<file path="config.mk">
export PLATFORM = sky130hd
export DESIGN_NAME = fetch_unit
export DESIGN_NICKNAME = d
export VERILOG_FILES = /design/src/rtl/fetch_unit.sv
export SDC_FILE = /design/constraint.sdc
export NUM_CORES = 1
export LEC_CHECK = 0
export ABC_AREA = 1
export CORE_ASPECT_RATIO = 2
export CORE_MARGIN = 2
export CORE_UTILIZATION = 30
export DETAILED_ROUTE_END_ITERATION = 8
export GPL_TIMING_DRIVEN = 0
export PLACE_DENSITY_LB_ADDON = 0.3
export SLEW_MARGIN = 15
export SYNTH_ARGS = -nofsm -noshare
export SYNTH_HDL_FRONTEND = slang
export SYNTH_SLANG_ARGS = --single-unit
</file>
<file path="constraint.sdc">
create_clock -name clk -period 3.7 [get_ports clk]
set_input_delay 0.74 -clock clk [delete_from_list [all_inputs] [get_ports clk]]
set_output_delay 0.74 -clock clk [all_outputs]
set_load 0.02 [all_outputs]
</file>
<file path="src/rtl/fetch_unit.sv">
// Instruction-fetch stage: owns the PC, runs a single-outstanding imem handshake,
// buffers the returned word for IF/ID and applies decode redirects.
module fetch_unit #(
    parameter logic [31:0] RESET_PC = 32'h0000_3000
) (
    input  logic        clk,
    input  logic        reset,
    input  logic        StallF,
    input  logic [1:0]  PCSrcD,
    input  logic [31:0] BranchTargetD,
    input  logic [31:0] JumpTargetD,
    input  logic [31:0] JrTargetD,
    output logic        imem_req,
    output logic [31:0] imem_addr,
    input  logic        imem_ready,
    input  logic        imem_rvalid,
    input  logic [31:0] imem_rdata,
    output logic [31:0] dout,
    output logic [31:0] PC4F,
    output logic [31:0] PCF,
    output logic        FetchBusy
);

    localparam logic [31:0] PC_STEP = 32'd4;

    typedef enum logic [1:0] {
        IDLE = 2'b00,
        WAIT = 2'b01,
        HOLD = 2'b10
    } state_t;

    state_t      state;
    logic        kill;
    logic [31:0] buf_instr;
    logic [31:0] buf_pc4;
    logic        redirect;
    logic [31:0] target;
    logic        handshake;

    // Redirect is gated by the hazard stall; target follows PCSrcD.
    always_comb begin
        redirect = (PCSrcD != 2'b00) && !StallF;
        case (PCSrcD)
            2'b01:   target = BranchTargetD;
            2'b10:   target = JumpTargetD;
            2'b11:   target = JrTargetD;
            default: target = 32'(PCF + PC_STEP);
        endcase
    end

    assign handshake = imem_req & imem_ready;
    assign imem_addr = PCF;
    assign FetchBusy = (state != HOLD);

    // A redirect in HOLD squashes the buffered word in the same cycle.
    assign dout = (state == HOLD && !redirect) ? buf_instr : 32'd0;
    assign PC4F = (state == HOLD && !redirect) ? buf_pc4   : 32'd0;

    // imem_req is registered: low in reset, raised on the first edge after release.
    always_ff @(posedge clk or posedge reset) begin
        if (reset) begin
            PCF       <= RESET_PC;
            state     <= IDLE;
            kill      <= 1'b0;
            buf_instr <= 32'd0;
            buf_pc4   <= 32'd0;
            imem_req  <= 1'b0;
        end else begin
            case (state)
                IDLE: begin
                    if (handshake) begin
                        state    <= WAIT;
                        imem_req <= 1'b0;
                        kill     <= redirect;
                    end else begin
                        imem_req <= 1'b1;
                    end
                    if (redirect) begin
                        PCF <= target;
                    end
                end
                WAIT: begin
                    if (imem_rvalid) begin
                        if (kill || redirect) begin
                            state    <= IDLE;
                            kill     <= 1'b0;
                            imem_req <= 1'b1;
                        end else begin
                            buf_instr <= imem_rdata;
                            buf_pc4   <= 32'(PCF + PC_STEP);
                            state     <= HOLD;
                        end
                    end else if (redirect) begin
                        kill <= 1'b1;
                    end
                    if (redirect) begin
                        PCF <= target;
                    end
                end
                HOLD: begin
                    if (redirect) begin
                        PCF       <= target;
                        buf_instr <= 32'd0;
                        buf_pc4   <= 32'd0;
                        state     <= IDLE;
                        imem_req  <= 1'b1;
                    end else if (!StallF) begin
                        PCF      <= 32'(PCF + PC_STEP);
                        state    <= IDLE;
                        imem_req <= 1'b1;
                    end
                end
                default: begin
                    state    <= IDLE;
                    kill     <= 1'b0;
                    imem_req <= 1'b0;
                end
            endcase
        end
    end

endmodule
</file>
After elaboration in Yosys (flattened, before gate mapping) --
Index checks and enable logic that the tools add are counted.
Word-level totals: bits in registers 100, word-level logic and storage cells 70, output and inout bits 130
Operators by class: eq/ne operators 15, reduce and logical (&&, ||, !) cells 15, add/sub/neg operators 1, multiplexer cells 31, bitwise logic cells 2
Operators with widths (number):
- 2-to-1 mux 32 bit | 10
- case mux 32 bit (2 select lines) | 3
- case mux 32 bit (3 select lines) | 1
- adder 32 x 3 -> 32 bit, second input constant | 1
- inequality test 2 bit, second input constant | 6
- 2-to-1 mux 2 bit | 5
- 2-to-1 mux 1 bit | 9
- inequality test 3 bit, second input constant | 3
- AND reduction 3 bit | 3
- AND reduction 4 bit | 2
- equality test 2 bit, second input constant | 3
- case mux 1 bit (3 select lines) | 2
- case mux 2 bit (3 select lines) | 1
- nonzero test 2 bit | 3
- equality test 2 x 1 -> 1 bit, second input constant | 2
- logical AND 1 bit | 2
- logical NOT 1 bit | 2
- logical NOT 2 bit | 1
- inequality test 2 x 1 -> 1 bit, second input constant | 1
- OR reduction 2 bit | 1
- AND 1 bit | 1
- logical OR 1 bit | 1
- NOT 1 bit | 1

Longest topological paths before layout --
depth after elaboration 6, mapped depth 10

Worst setup path after synthesis --
No wires, ideal clock.
path type input to output, start point input port PCSrcD[1], end point output port PC4F[0], data required time 2.960 ns, arrival 1.878 ns, stages 8, path slack 1.082 ns, cell sequence buf_4 -> nor2_1 -> nor2_1 -> nor2_2 -> inv_2 -> buf_2 -> buf_2 -> nor2_1
Between the ends: word-level cells in the longest chain between the ends 5
RTL lines:
- start, declared | RTL line 9 | input logic [1:0] PCSrcD,
- nonzero test 2 bit | RTL line 42 | redirect = (PCSrcD != 2'b00) && !StallF;
- logical AND 1 bit | RTL line 42
- logical NOT 1 bit | RTL line 57 | assign PC4F = (state == HOLD && !redirect) ? buf_pc4 : 32'd0;
- logical AND 1 bit | RTL line 57
- 2-to-1 mux 32 bit | RTL line 57
- end, declared | RTL line 19 | output logic [31:0] PC4F,
No other way between the ends.

Worst setup path after layout --
start point input port StallF, end point output port PC4F[10]
Between the ends: word-level cells in the longest chain between the ends 5
RTL lines:
- start, declared | RTL line 8 | input logic StallF,
- logical NOT 1 bit
- logical AND 1 bit | RTL line 42
- logical NOT 1 bit | RTL line 57
- logical AND 1 bit | RTL line 57
- 2-to-1 mux 32 bit | RTL line 57
No other way between the ends.

==> metrics.md <==
| Metric | Value |
|---|---|
| Leakage | between 0.004 and 0.005 uW |
| Syn Nets | 1090 |
| Peak VDD IR | between 0.0002 and 0.0003 V |
| Seq/Total Area, Yosys | 0.3961 |
| Average size of a mapped cell | 6.656 sq um |
| Mapped Area | between 6000 and 7000 sq um |
| Placed Cells | around 1500 |
| Crit end category | primary output |
| Max incr delay on CP | approximately 620 ps |
| Max-Cap Viols | 0 |
| Bufs on Longest Clock Path | 2 |
| Die ar. | 22330 sq um |
| Largest net degree at the start of global routing | 62 |
| Residual DRC | 0 |
| Crit path cell chain | clkdlybuf4s50_1 -> nor2_1 -> nor2_2 -> inv_2 -> buf_2 -> buf_2 -> nor2_1 -> clkdlybuf4s50_1 |
| Power density cells | 705.3 nW/um^2 |
| RePlAce Congestion | 0.9207 |
| Final hold violations | 0 |
| Critical path class | input pin to primary output |
| Antenna violations before repair | 0 |
| Synth area leader | dfrtp_1 |
| Share of layout cells above drive strength 1 | 0.07648 |
| Global Route Usage Sum | 0.2181 |
| Most common flop cell mapped by yosys | dfrtp_1 |
| Slowest CP cell | clkdlybuf4s50_1 |
| EDFF count, synth | 0 |
| Total gr overflow | 0 |
| Async SR Flop Fraction | 1.000 |
| Nets@finish | around 1400 |
| Final clock skew | 13.14 ps |
| Rows | 75 |
| Fmax | 278.7 MHz |
| Avg WL per Cell | 16.25 um |
| Tmin final | 3589 ps |
| Least-Margin Pin Slew | 716.6 ps |
| Cell count after synthesis | 950 |
| Most frequent cell after synthesis | nand2_1 |
| CP max FO | 10 |
| Initial Util | 0.3035 |
| Seq cells post-synth | 100 |
| CTS clk-pin slew, worst paths | roughly 70 ps |
| Min-delay worst type | flop to flop |
| CTS tree | done |
| Core Area | 20830 sq um |
| Clock root buffer | clkbuf_16 |
| Clock Latency Late Sink | roughly 360 ps |
| Vias | 6969 |
| DRT iter0 DRCs | 410 |
| Hold Slack | 516.1 ps |
| PnR worst setup slack | 111.3 ps |
| Drt first pass iters | 5 |
| Clock sinks | 100 |
| Status | finished clean |
| Synth top cells by count | nand2_1 (319), nor2_1 (125), inv_1 (110) |
| Crit path launch type | input pin |
| Top cell type's share of synthesized area | 0.3878 |
| WP data required | 2960 ps |
| Drt via density | 4.652 |
| Non-filler cells, final | 1498 |
| Buffers on Ports | 262 |
| RSZ-0062 raised after global routing | no |
| TritonCTS buffer count | 9 |
| Netlist cell types | 33 |
| Post-Place Worst Slack | slightly above 20 ps |
| ANT cells | 0 |
| Period Utilization, post-route | 0.9699 |
| H-tree Lvls | 3 |
| Post-route ant nets | 0 |
| Final Routed Wirelength | 24340 um |
| Number of global-route vias before repair | 6975 |
| YS warnings | 0 |
| Data arrival, critical path | 2850 ps |
| Die width | 106.7 um |
| Slew HR | 0.5223 |
| Post-DP HPWL | 19800 um |
| Die Height | 209.3 um |
| Boundary Pins | around 270 |
| Final setup TNS | 0 ps |
| Synth area leaders | dfrtp_1 (39%), nand2_1 (19%), nor2_1 (7.4%) |
| First-pass GRT wire length | 37300 um |
| Slew Limit Fails | 0 |
| Area growth syn-to-layout | 53.58% |
| Final Setup Violations | 0 |
## power by group
group          total (uW)  internal [uW]  leakage, uW  switching, uW
clock                1020            557     0.000153            464
sequential           2060           1590      0.00126            471
combinational        3770           1630      0.00340           2140
total                6850           3780      0.00481           3070
## cells in the final DEF (no fill, tap or decap), types with 2 or more instances in the layout
master,n
clkbuf_16,9
dfstp_2,2
a211oi_1,2
inv_6,2
ha_1,5
xor2_1,2
nand2_1,319
nor2_2,3
clkdlybuf4s50_1,230
o211ai_1,4
a21oi_1,29
dfrtp_1,98
nor2_1,125
inv_1,109
xnor2_1,3
nand3_1,48
o21ai_0,26
inv_2,5
buf_4,44
o21ai_1,57
nand2_2,2
buf_2,14
clkbuf_1,6
o22ai_1,8
and2_1,2
nand4_1,6
dlymetal6s2s_1,32
buf_1,5
a31oi_1,17
inv_8,2
## final cells by class
type | count | area, sq um
inverters | 116 | 442.9
repair buffers | 263 | 2730
clock buffers | 10 | 239.0
clock inverters | 6 | 77.57
well taps | 269 | 336.6
flip-flops and latches | 100 | 2505
multi-input cells | 664 | 2928
fillers | 2142 | 11120
plain buffers | 70 | 452.9
## stage by stage
step           power (uW)    util  instance area [sq um]
3_5_place_dp         5872  0.4471                   9315
5_1_grt              7352  0.4662                   9712
3_3_place_gp         5804  0.4456                   9283
6_report             6850  0.4662                   9712
2_1_floorplan        4229       -                   6324
4_1_cts              6914  0.4623                   9632
## what timing repair did
action                                  in CTS  in global routing
hold buffers                                 0                  0
endpoints found under the setup margin       0                 32
gates resized for setup                      0                 32
setup buffers                                0                  0
## cells by family after synthesis
group / Yosys count / synth area share
adder cells (fa/ha/maj): 5 / 0.009893
flip-flops: 100 / 0.3961
AND/OR/NAND/NOR: 509 / 0.3203
XOR/XNOR: 5 / 0.006926
buffers and inverters: 186 / 0.1409
AO/OA/AOI/OAI: 145 / 0.1258
## layer usage
layer,up-vias,part of all wire,track usage
met5,-,0,0
met4,0,0.060,0.1303
met3,72,0.042,0.02888
met2,260,0.54,0.4063
met1,3151,0.36,0.2267
li1,3486,-,-
## critical path, delay by kind of cell
| kind | cells | cell delay (ps) |
|---|---|---|
| buf+inv | 5 | 1720 |
| simple gates | 3 | 380 |
## worst paths after layout
path                                             endpoint  cells past startpoint  slack, ps                    start
min in group asynchronous       buf_instr[26]$_DFFE_PP0P_                      2        750                    reset
worst min register to register    buf_pc4[27]$_DFFE_PP0P_                      2        520  buf_pc4[27]$_DFFE_PP0P_
worst max-delay path                             PC4F[10]                      8        110                   StallF
worst min-delay path              buf_pc4[27]$_DFFE_PP0P_                      2        520  buf_pc4[27]$_DFFE_PP0P_
max in group asynchronous             PCF[13]$_DFFE_PP1P_                      3       2260                    reset
worst max register to register        PCF[26]$_DFFE_PP0P_                     10       1300       PCF[2]$_DFFE_PP0P_
## sequential cells by signal (all words and copies together), names as in the netlist
register and flops:
state 2, buf_instr 32, imem_req 1, PCF 32, buf_pc4 32, kill 1
(Power assumes the default switching activity.)
==> RTL change 1: new RTL, same flow settings <==
Make the reset (`reset`) synchronous in one clocked block.
--- a/src/rtl/fetch_unit.sv
+++ b/src/rtl/fetch_unit.sv
@@ -59,3 +59,3 @@
     // imem_req is registered: low in reset, raised on the first edge after release.
-    always_ff @(posedge clk or posedge reset) begin
+    always_ff @(posedge clk) begin
         if (reset) begin
Check against the original RTL: differs if reset is asserted again (counterexample within 4 cycles, from zero or initial values and one cycle with reset high); with reset held inactive, the same outputs for 4 cycles.
==> RTL change 1 against the original RTL <==
Cell area fell by 3.9%; wire length shrank 2.9%; total power is 26% lower; setup slack worse by 0.046 ns; count of clock-buffer cells in the layout shrank 1; sequential cell count unchanged; non-clock buffer count up 12; sequential power is 22% lower; area after synthesis down 5.3%; synthesized cell count increased by 4.5%; first-iteration DRC count rose by 0.98%; highest routed layer unchanged.
==> RTL change 1: results (changes against the original RTL) <==
Critical path
  • Crit path to: PC4F[19]
  • R2r worst-path depth: 10 (unchanged)
  • CP Launch Point: PCSrcD[0]
  • Worst r2r src: state[0]
  • Worst EP arrival: 2.89 ns (+0.04 ns)
  • Reg-to-reg endpoint: PCF[30]

GRT
  • Grt met3 use: 2.87% (-0.018 points)
  • Met2 global-route usage: 44.2% (+3.5 points)
  • Vias in the first global route: 7132 (+2.3%)
  • GR Util met1: 21.6% (-1.1 points)
  • First-pass GRT wire length: 36700 um (-1.7%)
  • Gr usage total: 22.0% (+0.18 points)
  • Largest net degree at the start of global routing: 22 (-65%)

Yosys
  • Synthesized-area fraction occupied by adder cells: 1.04% (+0.055 points)
  • Ys async rst share: 0% (-100 points)
  • Synth top cells by count: nand2_1, nor2_1, a21oi_1
  • Sequential-to-total area share from yosys stat: 33.4% (-6.2 points)
  • Synth Area in Compound Gates: 15.2% (+2.7 points)
  • Mapped Nets: 1133 (+3.9%)
  • Post-synth cell types: 29 (-12%)
  • Primary FF master, synth: dfxtp_1
  • Xor/xnor cell area share of the yosys netlist: 1.75% (+1.1 points)

Placed design
  • Place WS: -0.657 ns (-0.678 ns)
  • Half-perimeter wire length after placement: 19600 um (-1.2%)
  • IO buf count: 263 (+0.38%)
  • Final GP Congestion: 0.913 (-0.88%)

Layout
  • NumNets Final: 1407 (+3.2%)
  • Ratio of cells with drive above 1 in the final layout: 6.37% (-1.3 points)
  • Fillcell total: 2144 (+0.093%)

Detailed routing
  • DR iter-0 viols: 414 (+0.98%)
  • Wire length per cell: 15.4 um (-5.2%)
  • Met3 Wirelength: 1050 um (+1.7%)
  • DR pass1 iterations: 5 (unchanged)
  • DR WL met2: 13100 um (about the same)
  • WL met1: 8550 um (-2.5%)
  • Vias per std cell: 4.69 (+0.81%)

Pwr
  • Comb power: 2.46 mW (-35%)
  • Lkg Pwr: 3.94 nW (-18%)
  • Switching share of power: 43.4% (-1.4 points)

Timing
  • Final worst slack: 0.0652 ns (-0.0462 ns)
  • Worst-Margin Slew: 0.640 ns (-0.0763 ns)
  • Hold slack: 0.463 ns (-0.0527 ns)
  • Setup Skew: 0.0164 ns (+0.00328 ns)

Status
  • Status: complete, no violations

Min path
  • Critical hold path startpoint: buf_instr[8]
  • WHS Endpoint: buf_instr[8]
[RTL change 1: area by class of cell]
type | instances | area, sq um | share of cell area, %
Sequential cell | 100 | 2000 | 21.5
Tap cell | 262 | 328 | 3.51
Timing Repair Buffer | 263 | 2680 | 28.7
Inverter | 98 | 370 | 3.97
Multi-Input combinational cell | 713 | 3160 | 33.9
Clock buffer | 9 | 225 | 2.41
Buffer | 82 | 479 | 5.14
Clock inverter | 7 | 91.3 | 0.979
[RTL change 1: stage by stage]
stage / cell area (sq um) / std cells / power, mW / TNS [ns]
after CTS: 9270 / 1534 / 5.09 / 0
final: 9330 / 1534 / 5.05 / 0
after global placement: 8950 / 1518 / 4.06 / -23.63
after global routing: 9330 / 1534 / 5.39 / 0
after floorplan: 5990 / 993 / 3.04 / 0
after detailed placement: 8950 / 1518 / 4.09 / -24.47
[RTL change 1: repair_timing]
| item | CTS | global route |
|---|---|---|
| gates resized for setup | 25 | 25 |
| endpoints found under the setup margin | 64 | 25 |
| setup buffers | 0 | 0 |
==> RTL change 2: new RTL, same settings <==
Made on the original files. `RESET_PC`: 32'h0000_3000 -> 32'h00002000.
--- a/src/rtl/fetch_unit.sv
+++ b/src/rtl/fetch_unit.sv
@@ -3,3 +3,3 @@
 module fetch_unit #(
-    parameter logic [31:0] RESET_PC = 32'h0000_3000
+    parameter logic [31:0] RESET_PC = 32'h00002000
 ) (
Formal check against the unedited RTL: not equivalent (a bounded check fails within 4 cycles, from zero or initial values and one cycle with reset high).
==> RTL change 2 against the original RTL <==
Sequential share of layout area increased by 0.057 points; combinational power about the same; die area about the same; sequential power about the same; total power decreased by 1.3%; worst hold slack improved by 0.00089 ns; wire length increased by 0.30%; sequential cell count unchanged; cell area decreased by 0.27%; setup slack improved by 0.0098 ns; core utilization decreased by 0.13 points; area after synthesis about the same.
==> RTL change 2: results (changes against the original RTL) <==
GRT
  • Antenna violations before repair: 0 (unchanged)
  • Gr usage total: 22.0% (+0.14 points)
  • First-pass GRT wire length: 37400 um (+0.18%)
  • Vias in the first global route: 6876 (-1.4%)
  • Largest net degree at the start of global routing: 80 (+29%)
  • GR Util met1: 23.1% (+0.44 points)
  • Met2 global-route usage: 42.0% (+1.4 points)
  • Grt met3 use: 2.76% (-0.12 points)

Layout
  • Flip-flop and latch area: 2500 sq um (about the same)
  • NumNets Final: 1365 (+0.073%)
  • Cell Count, Final, Fillers Out: 1499 (+0.067%)
  • Clock buffers: 12 (+2)
  • Fillcell total: 2172 (+1.4%)
  • Clock-cell share: 2.87% (-0.39 points)
  • Data buffer area share: 33.0% (+0.23 points)
  • Area Growth Syn to Fin: 53.2%
  • Ratio of cells with drive above 1 in the final layout: 7.48% (-0.17 points)

Timing
  • Worst-Margin Slew: 0.676 ns (-0.0409 ns)
  • Setup Skew: 0.0127 ns (-0.000418 ns)

Detailed routing
  • Vias per std cell: 4.63 (-0.38%)
  • Post-Route WL: 24400 um (+0.30%)
  • Met3 Wirelength: 902 um (-13%)
  • WL met1: 8850 um (+0.92%)
  • DR WL met2: 13600 um (+4.3%)

Pwr
  • Max VDD drop: 307 uV (+18%)
  • Psw: 3.06 mW (-0.39%)
  • Lkg Pwr: 4.87 nW (+1.1%)
  • Seq pwr share: 30.5% (+0.4 points)
  • Clk pwr share: 13.6% (-1.3 points)

Critical path
  • Worst EP arrival: 2.84 ns (about the same)

CTS
  • CTS clk-pin slew, worst paths: 0.06 ns
  • PostCTS Resize Cnt: 1 (+1)
  • Skew-Pair Late Insertion Delay: 0.36 ns (about the same)

Yosys
  • Top post-synthesis cells by area: dfrtp_1, nand2_1, nor2_1, inv_1, buf_4
  • Mapped Nets: 1090 (unchanged)
  • Xor/xnor cell area share of the yosys netlist: 0.693% (about the same)
  • Ys async rst share: 100% (unchanged)
  • Sequential-to-total area share from yosys stat: 39.6% (about the same)
  • Synth top cells by count: nand2_1, nor2_1, inv_1
  • Synthesized-area fraction occupied by adder cells: 0.990% (about the same)
  • Synth Area in Compound Gates: 12.6% (about the same)

Placed design
  • Half-perimeter wire length after placement: 19600 um (-1.1%)
  • Final GP Congestion: 0.909 (-1.3%)
  • Dpl cell area: 9310 sq um (about the same)

Status
  • Status: complete, no violations

Floorplan
  • DIE WIDTH: 107 um (about the same)
-- RTL change 2: through the flow --
stage          worst slack (ns)  hold WS (ns)
5_1_grt                  0.0194         0.537
3_3_place_gp              -1.31         0.493
4_1_cts                  0.0147         0.521
2_1_floorplan             0.343         0.472
6_report                  0.121         0.517
3_5_place_dp            -0.0168         0.504
-- RTL change 2: logic make-up after synthesis --
kind of cell               after synthesis
adders and majority gates                5
xor gates and xnor gates                 5
and+or+nand+nor                        509
AOI/OAI and AO/OA                      145
DFF                                    100
buffers and inverters                  186
-- RTL change 2: worst paths after layout --
| kind | start | to | slack [ns] |
|---|---|---|---|
| min in group asynchronous | reset | buf_instr[21] | 0.72 |
| max reg2reg | PCF[2] | PCF[26] | 1.19 |
| min reg2reg | buf_pc4[25] | buf_pc4[25] | 0.52 |
| max | StallF | PC4F[0] | 0.12 |
| max in group asynchronous | reset | buf_pc4[19] | 2.29 |
| min | buf_pc4[25] | buf_pc4[25] | 0.52 |
